$ cat src/rtl/colproc_pipe.sv
// rtl/colproc_pipe.sv - delay-aligned colour-reduction pipeline for the ZBT write path
//
// Delays a packed multi-pixel word and its write address by DELAY cycles in a
// circular buffer. It then clears a configurable number of LSBs per colour
// channel and registers the result, with a valid strobe.
//
// Ports:
//   clk            system clock
//   reset          synchronous, active-high
//   pix_in         packed pixels, pixel k at [(k+1)*3*CH_BITS-1 : k*3*CH_BITS], {R,G,B}
//   pix_in_valid   pix_in / write_addr qualify this cycle
//   write_addr     destination address paired with pix_in
//   switch_vals    requested number of LSBs to clear
//   switch_sels    target channel: 00 R, 01 G, 10 B, 11 all
//   change         debounced button level; its rising edge commits the switches
//   pix_out        truncated pixels
//   pix_out_addr   address aligned with pix_out
//   pix_out_valid  pix_out / pix_out_addr qualify this cycle

module colproc_pipe #(
  parameter int PIX_PER_WORD = 2,
  parameter int CH_BITS      = 6,
  parameter int ADDR_W       = 19,
  parameter int DELAY        = 80
) (
  input  logic                                clk,
  input  logic                                reset,
  input  logic [PIX_PER_WORD*3*CH_BITS-1:0]   pix_in,
  input  logic                                pix_in_valid,
  input  logic [ADDR_W-1:0]                   write_addr,
  input  logic [2:0]                          switch_vals,
  input  logic [1:0]                          switch_sels,
  input  logic                                change,
  output logic [PIX_PER_WORD*3*CH_BITS-1:0]   pix_out,
  output logic [ADDR_W-1:0]                   pix_out_addr,
  output logic                                pix_out_valid
);

  localparam int W  = PIX_PER_WORD * 3 * CH_BITS;
  localparam int E  = 1 + ADDR_W + W;
  localparam int PW = (DELAY > 1) ? $clog2(DELAY) : 1;
  localparam int FW = $clog2(DELAY + 1);

  // Largest shift a 3-bit register can hold that is still meaningful.
  localparam logic [2:0] SH_MAX = (CH_BITS > 7) ? 3'd7 : 3'(CH_BITS);

  // ---------------------------------------------------------------------
  // Delay buffer: read-before-write at wptr gives exactly DELAY cycles.
  // ---------------------------------------------------------------------
  logic [E-1:0]  mem [DELAY];
  logic [PW-1:0] wptr;
  logic [FW-1:0] fill;
  logic [E-1:0]  rd_entry;
  logic          rd_valid;
  logic [ADDR_W-1:0] rd_addr;
  logic [W-1:0]  rd_word;

  assign rd_entry = mem[wptr];
  // Until every slot has been written once, the RAM holds stale data.
  assign rd_valid = rd_entry[E-1] & (fill == FW'(DELAY));
  assign rd_addr  = rd_entry[W +: ADDR_W];
  assign rd_word  = rd_entry[W-1:0];

  // The RAM array is deliberately not reset; the fill gate hides its contents.
  always_ff @(posedge clk) begin
    mem[wptr] <= {pix_in_valid, write_addr, pix_in};
  end

  always_ff @(posedge clk) begin
    if (reset) begin
      wptr <= '0;
      fill <= '0;
    end else begin
      if (wptr == PW'(DELAY - 1)) wptr <= '0;
      else                        wptr <= wptr + PW'(1);
      if (fill != FW'(DELAY))     fill <= fill + FW'(1);
    end
  end

  // ---------------------------------------------------------------------
  // Shift configuration, committed on a rising edge of change.
  // ---------------------------------------------------------------------
  logic       change_q;
  logic       commit;
  logic [2:0] sh_new;
  logic [2:0] r_sh, g_sh, b_sh;

  // change_q tracks change even in reset, so a button held across reset
  // release is not seen as an edge.
  always_ff @(posedge clk) begin
    change_q <= change;
  end

  assign commit = change & ~change_q & ~reset;
  assign sh_new = (switch_vals > SH_MAX) ? SH_MAX : switch_vals;

  always_ff @(posedge clk) begin
    if (reset) begin
      r_sh <= '0;
      g_sh <= '0;
      b_sh <= '0;
    end else if (commit) begin
      if (switch_sels == 2'b00 || switch_sels == 2'b11) r_sh <= sh_new;
      if (switch_sels == 2'b01 || switch_sels == 2'b11) g_sh <= sh_new;
      if (switch_sels == 2'b10 || switch_sels == 2'b11) b_sh <= sh_new;
    end
  end

  // ---------------------------------------------------------------------
  // Quantise stage: one whole-word mask built from the current shifts.
  // ---------------------------------------------------------------------
  function automatic logic [CH_BITS-1:0] ch_mask(input logic [2:0] sh);
    logic [CH_BITS-1:0] m;
    m = '0;
    for (int i = 0; i < CH_BITS; i++) begin
      m[i] = (i >= int'(sh));
    end
    return m;
  endfunction

  logic [CH_BITS-1:0] r_m, g_m, b_m;
  logic [W-1:0]       word_mask;
  logic [W-1:0]       q_word;

  assign r_m = ch_mask(r_sh);
  assign g_m = ch_mask(g_sh);
  assign b_m = ch_mask(b_sh);

  always_comb begin
    word_mask = '0;
    for (int k = 0; k < PIX_PER_WORD; k++) begin
      word_mask[k*3*CH_BITS             +: CH_BITS] = b_m;
      word_mask[k*3*CH_BITS + CH_BITS   +: CH_BITS] = g_m;
      word_mask[k*3*CH_BITS + 2*CH_BITS +: CH_BITS] = r_m;
    end
  end

  assign q_word = rd_word & word_mask;

  always_ff @(posedge clk) begin
    if (reset) begin
      pix_out       <= '0;
      pix_out_addr  <= '0;
      pix_out_valid <= 1'b0;
    end else begin
      pix_out       <= q_word;
      pix_out_addr  <= rd_addr;
      pix_out_valid <= rd_valid;
    end
  end

endmodule
$ cat config.mk
export PLATFORM = sky130hd
export DESIGN_NAME = colproc_pipe
export DESIGN_NICKNAME = d
export VERILOG_FILES = /design/src/rtl/colproc_pipe.sv
export SDC_FILE = /design/constraint.sdc
export NUM_CORES = 2
export LEC_CHECK = 0
export CAP_MARGIN = 40
export CORE_ASPECT_RATIO = 1.5
export CORE_MARGIN = 3
export CORE_UTILIZATION = 32
export CTS_CLUSTER_DIAMETER = 120
export CTS_CLUSTER_SIZE = 10
export DETAILED_ROUTE_END_ITERATION = 10
export GPL_ROUTABILITY_DRIVEN = 0
export REMOVE_ABC_BUFFERS = 1
export SETUP_SLACK_MARGIN = 0.1
export SLEW_MARGIN = 30
export SYNTH_ARGS = -nofsm -noshare
export SYNTH_HDL_FRONTEND = slang
export SYNTH_MEMORY_MAX_BITS = 65536
export SYNTH_SLANG_ARGS = --single-unit
$ cat constraint.sdc
create_clock -name clk -period 13.4 [get_ports clk]
set_input_delay 3.35 -clock clk [delete_from_list [all_inputs] [get_ports clk]]
set_output_delay 3.35 -clock clk [all_outputs]
set_load 0.01 [all_outputs]
==> flow_metrics.tcl <==
set metrics [dict create \
    status "finished with violations" \
    violations "design-rule violations" \
    p_sw_frac 0.226 \
    placed_area_sq_um 185000 \
    grt_max_degree 117 \
    synth-xor-area-share 0.000504 \
    clock-skew-final_ns 0.0559 \
    wl_per_cell_um 33.8 \
    peakVddDrop_mv 0.100 \
    fmaxAchievable_mhz 175 \
    ctsHoldBuffers 0 \
    hp-class "flip-flop to flip-flop" \
    route.vias.total 99278 \
    drc_errors 2 \
    final_cell_mix "edfxtp_1 (4480), mux2i_1 (788), a221oi_1 (559)" \
    vias_per_cell 5.84 \
    synth-compound-area-share 0.0829 \
    fillCellCount 48727 \
    crit_slowest_cell "dfxtp_1" \
    numCtsBuffers 529 \
    tightest_slew_ns 1.06 \
    min_from "fill[6]$_SDFFE_PP0P_" \
    switchingPower_mw 6.95 \
    cp_max_fo 1 \
    final_common_cell "edfxtp_1" \
    p_leak_nw 61.8 \
    cp-start-kind "flip-flop" \
    rsz0062_at_grt "false" \
    syn_area_sq_um 174000 \
    die_w_um 608 \
    grt_pass1_wl_um 790000 \
    fp.dieH_um 909 \
    yosys_warnings 0 \
    cap_violations 0 \
    fin_ws_ns 7.70 \
    path_class "flip-flop to output pin" \
    cp.depth 1 \
    hold_viol_final 0 \
    setup_tns_ns 0 \
    whs_endpoint "fill[6]$_SDFFE_PP0P_" \
    io_pins 120 \
    holdPathStages 2 \
    drive_gt1_frac 0.176 \
    final_cells 16991 \
    synth_cell_types 83 \
    timing.rr.start "wptr[0]$_SDFF_PP0_" \
    syn_inst 9184 \
    arrival_ns 2.35 \
    power_density_nw_per_um2 153 \
    p_int_mw 23.8 \
    dieArea_sq_um 552000 \
    required_ns 10.05 \
    power.share.sequential 0.515 \
    clkPwrFrac 0.415 \
    cp_cell_sequence "clkdlybuf4s50_1" \
    r2r_end "pix_out[26]$_SDFF_PP0_" \
    synth.avg_cell_area_sq_um 18.9 \
    async_flop_share 0 \
    portBuffers 119 \
    endpoint_kind "output pin" \
    track_usage 0.201 \
    clk_latency_ns 0.96 \
    cts_resized 0 \
    critical-path-top-delay-family "flip-flops" \
    final_antenna_net_count 0 \
    ff2ff_setup_slack_ns 7.89 \
    core.rowCount 330 \
    dp.cells 16231 \
    grt_overflow 0 \
    synthAdderAreaFrac 0.000432 \
    htreeDepth 6 \
    critPathBufInv 1 \
    cts_sinks 4560 \
    routed_wl_um 574000 \
    dpl_worst_slack_ns 7.49 \
    start_util 0.322 \
    post_cts_buffers 0 \
    maxSlewHeadroom 0.290 \
    coreArea_sq_um 540000 \
    design_area_sq_um 201000 \
    synthMuxAreaShare 0.0951 \
    regArea_sq_um 136000 \
    antenna_found_initial 35 \
    r2r_cells 9 \
    multi_input_area_sq_um 35200 \
    path_clk_slew_ns 0.05 \
    clockBufferDepth 4 \
    synthFlopType "edfxtp_1" \
    drt_pass1_iterations 11 \
    period_minus_slack_ns 5.70 \
    area_growth_pct 15.5 \
    grt_pass1_vias 99731 \
    cts_root_buffer "clkbuf_16" \
    setup_viol 0 \
    comb_power_share 0.070 \
    synth_top_family_by_area "multiplexers" \
    cts_tree "yes" \
    nNetsFinal 9735 \
    drtIter0Drc 13043 \
    max_stage_delay_ns 0.70 \
    ys_seq_area_frac 0.783 \
    synthSimpleGateAreaFrac 0.0187 \
    synth_edf_count 4480 \
    synth_seq_cells 4560 \
    slew_viol_final 0 \
    dp_hpwl_um 317000 \
    period_share 0.425 \
]
-- layout make-up --
| class | instances | area share |
|---|---|---|
| Inverter | 10 | 0.000312 |
| Clock inverter | 33 | 0.00204 |
| Clock buffer | 670 | 0.0707 |
| Antenna cell | 16 | 0.000199 |
| Multi-Input combinational cell | 3979 | 0.175 |
| Timing Repair Buffer | 585 | 0.0292 |
| Sequential cell | 4560 | 0.678 |
| Tap cell | 7138 | 0.0445 |
-- logic make-up after synthesis --
kind of cell               after synthesis
xor gates and xnor gates                10
adders and majority gates                6
AOI/OAI and AO/OA                     1957
buffers and inverters                  645
muxes                                 1254
and+or+nand+nor                        752
DFF                                   4560
-- metrics by stage --
step / hold WS [ns] / utilization / power, mW
6_report: 0.547 / 0.372 / 30.8
5_1_grt: 0.547 / 0.372 / 31.5
4_1_cts: 0.539 / 0.370 / 30.9
3_5_place_dp: 0.524 / 0.343 / 18.2
3_3_place_gp: 0.491 / 0.341 / 18.2
2_1_floorplan: 0.475 / - / 18.2
-- per-layer routing --
layer | GRT usage | part of all wire
met4 | 0.126 | 0.072
met1 | 0.230 | 0.34
met5 | 0 | 0.00014
met2 | 0.350 | 0.50
met3 | 0.0327 | 0.087
-- power groups by stage --
stage | clock (mW) | combinational, mW | sequential, mW
after floorplan | 0 | 1.91 | 16.2
after global placement | 0 | 2.04 | 16.1
after detailed placement | 0 | 2.08 | 16.1
after CTS | 12.9 | 2.08 | 15.9
after global routing | 13.4 | 2.23 | 15.8
final | 12.8 | 2.14 | 15.9
-- how the worst max path moves through the flow --
stage,to,startpoint,slack (ns)
after floorplan,pix_out[27]$_SDFF_PP0_,wptr[0]$_SDFF_PP0_,-60.35
after CTS,pix_out[13],pix_out[13]$_SDFF_PP0_,7.64
after global placement,pix_out[32]$_SDFF_PP0_,reset,7.49
final,pix_out[13],pix_out[13]$_SDFF_PP0_,7.70
after global routing,pix_out[26]$_SDFF_PP0_,wptr[0]$_SDFF_PP0_,7.66
after detailed placement,pix_out[32]$_SDFF_PP0_,reset,7.49
-- synth_stat cells (46+ instances only) --
master / number / share of area
a221oi_1: 559 / 0.028
mux2_2: 165 / 0.011
mux4_2: 301 / 0.039
nand2_1: 186 / 0.0040
a221o_1: 49 / 0.0028
o21ai_0: 252 / 0.0073
edfxtp_1: 4480 / 0.77
a21oi_1: 219 / 0.0063
buf_1: 74 / 0.0016
o221ai_1: 91 / 0.0046
o211ai_1: 46 / 0.0020
mux2i_1: 788 / 0.045
nor2_1: 398 / 0.0086
a22oi_1: 162 / 0.0070
dfxtp_1: 80 / 0.0092
o22ai_1: 285 / 0.010
buf_4: 99 / 0.0043
buf_2: 239 / 0.0069
a22o_1: 54 / 0.0027
clkbuf_1: 186 / 0.0040
-- registers in the layout (all words and copies together) (netlist names), 3 cells and up --
signal        count
r_sh              3
g_sh              3
wptr              7
fill              7
mem            4480
pix_out          36
b_sh              3
pix_out_addr     19
Note: power is estimated with default switching activity, not from simulation.
